## config.mk

```make
export PLATFORM = sky130hd
export DESIGN_NAME = return_address_stack_mc
export DESIGN_NICKNAME = d
export VERILOG_FILES = /design/src/rtl/return_address_stack_mc.sv
export SDC_FILE = /design/constraint.sdc
export NUM_CORES = 2
export LEC_CHECK = 0
export BUFFER_PORTS_ARGS = -buffer_cell sky130_fd_sc_hd__buf_4
export CELL_PAD_IN_SITES_DETAIL_PLACEMENT = 1
export CELL_PAD_IN_SITES_GLOBAL_PLACEMENT = 2
export CORE_ASPECT_RATIO = 1.4
export CORE_UTILIZATION = 39
export DETAILED_ROUTE_END_ITERATION = 6
export PLACE_DENSITY_LB_ADDON = 0.3
export REMOVE_ABC_BUFFERS = 1
export SLEW_MARGIN = 20
export SYNTH_ARGS = -nofsm -noshare
export SYNTH_HDL_FRONTEND = slang
export SYNTH_SLANG_ARGS = --single-unit
```

## constraint.sdc

```tcl
create_clock -name clk -period 21 [get_ports clk]
set_clock_uncertainty 0.1 [all_clocks]
set_input_delay 2.1 -clock clk [delete_from_list [all_inputs] [get_ports clk]]
set_output_delay 2.1 -clock clk [all_outputs]
set_load 0.005 [all_outputs]
```

## src/rtl/return_address_stack_mc.sv

```systemverilog
// Circular return-address stack with a queue of repair checkpoints, so that
// several speculative branches can be outstanding and each can be undone.
module return_address_stack_mc #(
   parameter int XLEN        = 32,
   parameter int DEPTH       = 16,
   parameter int CHECKPOINTS = 4
) (
   input  logic                             clk,
   input  logic                             reset,
   input  logic [XLEN-1:0]                  address_in,
   input  logic                             push,
   input  logic                             pop,
   input  logic                             checkpoint,
   output logic [$clog2(CHECKPOINTS)-1:0]   cp_tag,
   output logic                             cp_available,
   input  logic                             resolve,
   input  logic [$clog2(CHECKPOINTS)-1:0]   resolve_tag,
   input  logic                             restore,
   input  logic [$clog2(CHECKPOINTS)-1:0]   restore_tag,
   output logic [XLEN-1:0]                  address_out,
   output logic                             empty,
   output logic                             full,
   output logic [$clog2(DEPTH):0]           n_entries,
   output logic [$clog2(CHECKPOINTS):0]     cp_count
);

   localparam int SP_W = $clog2(DEPTH);
   localparam int N_W  = SP_W + 1;
   localparam int T_W  = $clog2(CHECKPOINTS);
   localparam int C_W  = T_W + 1;

   typedef struct packed {
      logic [SP_W-1:0] sp;
      logic [N_W-1:0]  n;
      logic [XLEN-1:0] top;
   } cp_slot_t;

   // Stack state
   logic [XLEN-1:0] stack_q [DEPTH];
   logic [SP_W-1:0] sp_q, sp_d;
   logic [N_W-1:0]  n_q, n_d;
   logic            mem_we;
   logic [SP_W-1:0] mem_waddr;
   logic [XLEN-1:0] mem_wdata;

   // Checkpoint state
   cp_slot_t               slot_q [CHECKPOINTS];
   logic                   slot_we;
   cp_slot_t               slot_wdata;
   logic [CHECKPOINTS-1:0] live_q, live_d;
   logic [T_W-1:0]         head_q, head_d;
   logic [T_W-1:0]         tail_q, tail_d;
   logic [C_W-1:0]         cnt_q, cnt_d;

   logic [SP_W-1:0] sp_m1;
   logic [XLEN-1:0] top;
   logic            is_empty;
   logic            is_full;
   logic            can_alloc;
   logic            restore_hit;
   cp_slot_t        restore_slot;

   // Position of a slot in the queue relative to head (0 = oldest).
   function automatic logic [T_W-1:0] age_of(input logic [T_W-1:0] idx,
                                             input logic [T_W-1:0] h);
      return idx - h;
   endfunction

   assign sp_m1        = sp_q - SP_W'(1);
   assign top          = stack_q[sp_m1];
   assign is_empty     = (n_q == '0);
   assign is_full      = (n_q == N_W'(DEPTH));
   assign can_alloc    = (cnt_q != C_W'(CHECKPOINTS));
   assign restore_hit  = restore && live_q[restore_tag];
   assign restore_slot = slot_q[restore_tag];

   assign address_out  = top;
   assign empty        = is_empty;
   assign full         = is_full;
   assign n_entries    = n_q;
   assign cp_tag       = tail_q;
   assign cp_available = can_alloc;
   assign cp_count     = cnt_q;

   // ---------------------------------------------------------------
   // Stack next state and the single write port into the entry array
   // ---------------------------------------------------------------
   always_comb begin
      // NOTE: every combinational output gets a default first, so no path leaves it unassigned and infers a latch.
      sp_d      = sp_q;
      n_d       = n_q;
      mem_we    = 1'b0;
      mem_waddr = sp_q;
      mem_wdata = address_in;

      if (restore_hit) begin
         // Rewriting the saved top repairs an entry clobbered after the checkpoint.
         sp_d      = restore_slot.sp;
         n_d       = restore_slot.n;
         mem_we    = 1'b1;
         mem_waddr = restore_slot.sp - SP_W'(1);
         mem_wdata = restore_slot.top;
      end else if (push && pop && !is_empty) begin
         mem_we    = 1'b1;
         mem_waddr = sp_m1;
      end else if (push) begin
         mem_we    = 1'b1;
         mem_waddr = sp_q;
         sp_d      = sp_q + SP_W'(1);
         if (!is_full) n_d = n_q + N_W'(1);
      end else if (pop && !is_empty) begin
         sp_d = sp_m1;
         n_d  = n_q - N_W'(1);
      end
   end

   // ---------------------------------------------------------------
   // Checkpoint queue: allocate, resolve, restore, then retire head
   // ---------------------------------------------------------------
   always_comb begin
      logic [T_W-1:0] h;
      logic [C_W-1:0] c;
      logic           stop;

      live_d     = live_q;
      tail_d     = tail_q;
      slot_we    = 1'b0;
      slot_wdata = '{sp: sp_q, n: n_q, top: top};
      c          = cnt_q;

      if (restore_hit) begin
         for (int i = 0; i < CHECKPOINTS; i++) begin
            if (age_of(T_W'(i), head_q) >= age_of(restore_tag, head_q)) live_d[i] = 1'b0;
         end
         if (resolve && live_q[resolve_tag] &&
             (age_of(resolve_tag, head_q) < age_of(restore_tag, head_q)))
            live_d[resolve_tag] = 1'b0;
         tail_d = restore_tag;
         c      = C_W'(age_of(restore_tag, head_q));
      end else begin
         if (resolve) live_d[resolve_tag] = 1'b0;
         if (checkpoint && can_alloc) begin
            slot_we        = 1'b1;
            live_d[tail_q] = 1'b1;
            tail_d         = tail_q + T_W'(1);
            c              = cnt_q + C_W'(1);
         end
      end

      // Retire resolved slots at the head, stopping at the first live one.
      h    = head_q;
      stop = 1'b0;
      for (int k = 0; k < CHECKPOINTS; k++) begin
         if (!stop) begin
            if ((c != '0) && !live_d[h]) begin
               h = h + T_W'(1);
               c = c - C_W'(1);
            end else begin
               stop = 1'b1;
            end
         end
      end
      head_d = h;
      cnt_d  = c;
   end

   // ---------------------------------------------------------------
   // State registers
   // ---------------------------------------------------------------
   always_ff @(posedge clk or posedge reset) begin
      if (reset) begin
         // NOTE: the entry array is reset because address_out reads it directly and must show 0 after reset.
         for (int i = 0; i < DEPTH; i++) stack_q[i] <= '0;
         for (int i = 0; i < CHECKPOINTS; i++) slot_q[i] <= '0;
         sp_q   <= '0;
         n_q    <= '0;
         live_q <= '0;
         head_q <= '0;
         tail_q <= '0;
         cnt_q  <= '0;
      end else begin
         // NOTE: non-blocking assignments so every register samples the pre-edge state.
         if (mem_we)  stack_q[mem_waddr] <= mem_wdata;
         if (slot_we) slot_q[tail_q]     <= slot_wdata;
         sp_q   <= sp_d;
         n_q    <= n_d;
         live_q <= live_d;
         head_q <= head_d;
         tail_q <= tail_d;
         cnt_q  <= cnt_d;
      end
   end

   a_n_bound: assert property (@(posedge clk) disable iff (reset) n_q <= N_W'(DEPTH));
   a_cnt_bound: assert property (@(posedge clk) disable iff (reset) cnt_q <= C_W'(CHECKPOINTS));

endmodule

```

==> results.yml <==
outcome:
  outcome: "completed"
floorplan:
  start_util_pct: 39.38
  core_sq_um: 80180
  io_pins: 88
  die_h_um: 338.7
  num_rows: 123
  dieArea_sq_um: 82130
  die_x_um: 242.5
grt:
  grt_max_degree: 174
  grt_pass1_vias: 23409
  gr-total-overflow: 0
  grt_pass1_wl_um: 143900
  antenna_found_initial: 0
  grt_usage_pct: 22.95
worst_setup_path:
  arrival_ps: 11310
  cpMaxStageDelayCell: "buf_4"
  crit_path_end_kind: "flip-flop"
  critical_path.max_stage_delay_ps: 930
  crit_top_cell: "ha_1"
  crit_fanout: 58
  worst-setup-path-type: "in2reg"
  critPathBufInv: 3
  cp-start-kind: "input pin"
  crit_family: "compound AO/OA/AOI/OAI gates"
  required_ps: 21430
logic_synthesis:
  yosys.area.top_type_share_pct: 55.15
  yosysUniqueCellTypes: 69
  synth-edff-count: 0
  yosysSeqAreaShare_pct: 55.15
  synth_top_area_cell: "dfrtp_1"
  ys_seq_elements: 696
  async_reset_ff_share_pct: 100.0
  synth-main-ff-cell: "dfrtp_1"
  synth_area_leaders: "dfrtp_1 55%, mux4_2 14%, mux2_2 5.6%, o21ai_0 4.9%, nand2_1 4.1%"
  syn_avg_cell_area_sq_um: 11.89
  yosys_warnings: 0
  syn_inst: 2656
  synthesis.area_sq_um: 31580
finish:
  area_growth_pct: 13.25
  num_antenna_cells: 0
  drive_gt1_share_pct: 24.77
  design_area_sq_um: 35760
  nNetsFinal: 2711
route:
  routed-wl-met2_um: 47160
  antenna_left: 0
  wl_met1_um: 39320
  wl_met3_um: 2644
  drc: 0
  first_pass_iters: 5
  route.top_layer_used: "met4"
  wirelength_um: 91740
  vias: 21192
  via_per_inst: 5.644
  wl_per_cell_um: 24.43
  initialDrtViolationCount: 1154
clocking:
  numCtsBuffers: 71
  cts_setup_buffers: 0
  cts_hold_buf: 0
  insertion_delay_ps: 620
  cts_tree: "done"
  cts.htree.levels: 3
  cts_buffer_depth: 3
  path_clk_slew_ps: 60
  root_buffer: "clkbuf_16"
  post_cts_resized: 0
  cts.sinks: 696
sta:
  timing.final.ws_setup_ps: 10120
  slew_violations: 0
  period_share_pct: 51.81
  clock.fmax_mhz: 91.91
  finalSetupViolCount: 0
  rsz0062_at_grt: "no"
  min_period_ps: 10880
  worst_slew_pin_slew_ps: 1100
  finalHoldViolCount: 0
  slew_headroom_pct: 26.64
  tns_ps: 0
  holdWs_ps: 376.2
place:
  dp_slack_ps: 9592
  dp_hpwl_um: 53560
  post_dp_cell_area_sq_um: 33250
  portBuffers: 87
  place_congestion: 0.7665
power_and_ir_drop:
  p_leak_nw: 15.32
  ir_drop_mv: 0.08841
  p_per_area_nw_per_um2: 198.9
flow_run:
  cap_violations: 0
hold_path:
  hold_class: "reg2reg"
-- cell type report --
cell class                      instances  area (sq um)
Fill cell                            8323         44420
Sequential cell                       696         17420
Multi-Input combinational cell       1721         13500
Clock buffer                          103          2133
Tap cell                             1062          1329
Timing Repair Buffer                  127         973.4
Clock inverter                         21         301.5
Inverter                               25         106.4
-- flip-flops by register name, indices dropped and copies added (netlist names) --
name,count
cp_count,3
cp_tag,2
head_q,2
live_q,4
n_entries,5
slot_q,164
sp_q,4
stack_q,512
-- final timing paths --
check | start | to | slack [ps] | depth (start not counted)
worst max register to register | live_q[1] | head_q[0] | 11850 | 31
min in group asynchronous | reset | stack_q[15] | 1500 | 2
max in group asynchronous | reset | stack_q[446] | 16920 | 4
worst min register to register | stack_q[433] | stack_q[433] | 380 | 2
worst min-delay path | stack_q[433] | stack_q[433] | 380 | 2
worst max-delay path | restore_tag[0] | head_q[0] | 10120 | 32
-- metrics by stage --
step	utilization, %	std cells	total power (W)
detailed placement	41.47	3631	0.005829
floorplan	-	2442	0.004662
global placement	41.42	3631	0.005627
global route	44.60	3755	0.007597
finish	44.60	3755	0.007115
CTS	44.51	3755	0.007191
-- report_power, final --
part	internal (W)	leakage (nW)	switching, W	total (W)
combinational	0.00157	5.58	0.00186	0.00343
clock	0.000792	1.20	0.000539	0.00133
sequential	0.00198	8.54	0.000379	0.00236
total	0.00434	15.3	0.00278	0.00711
-- worst reg2reg max path, delay by kind of cell, from the launching register on --
| family | cells | cell delay (ps) |
|---|---|---|
| adders and majority gates | 8 | 1800 |
| AOI/OAI and AO/OA | 12 | 4290 |
| DFF | 1 | 390 |
| buffers and inverters | 2 | 1040 |
| xor gates and xnor gates | 2 | 320 |
| and+or+nand+nor | 5 | 760 |
| muxes | 2 | 360 |
-- layout by cell type (no fill, tap or decap), drive strengths merged, types with 8 or more instances in the layout --
master	netlist	layout
a21oi	241	241
a31oi	9	9
buf	26	127
clkbuf	188	103
clkinv	1	13
dfrtp	696	696
ha	25	25
inv	24	25
mux2	160	160
mux2i	38	38
mux4	201	201
nand2	345	345
nand2b	8	8
nand3	9	9
nor2	251	251
o21ai	319	319
xnor2	23	23
-- cell families after synthesis --
kind of cell    synth area share [%]
simple gates                   7.976
flops                          55.15
fa+ha+maj                      1.054
xor+xnor                      0.9391
compound gates                 10.71
buf+inv                        2.900
mux                            21.27
-- Yosys cell counts (9+ instances only) --
| cell type | number |
|---|---|
| nor2_1 | 251 |
| dfrtp_1 | 696 |
| ha_1 | 25 |
| inv_1 | 22 |
| nand2_1 | 345 |
| clkbuf_1 | 188 |
| mux2i_1 | 38 |
| o21ai_0 | 312 |
| mux2_2 | 158 |
| a21oi_1 | 241 |
| mux4_2 | 201 |
| xnor2_1 | 21 |
| buf_1 | 20 |
| nand3_1 | 9 |
-- routing by layer --
layer	global-route usage [%]	vias to the layer above
li1	-	9370
met1	29.70	11322
met2	39.73	357
met3	2.716	143
met4	7.991	0
met5	0	-
Power figures use the tool's default switching activity.
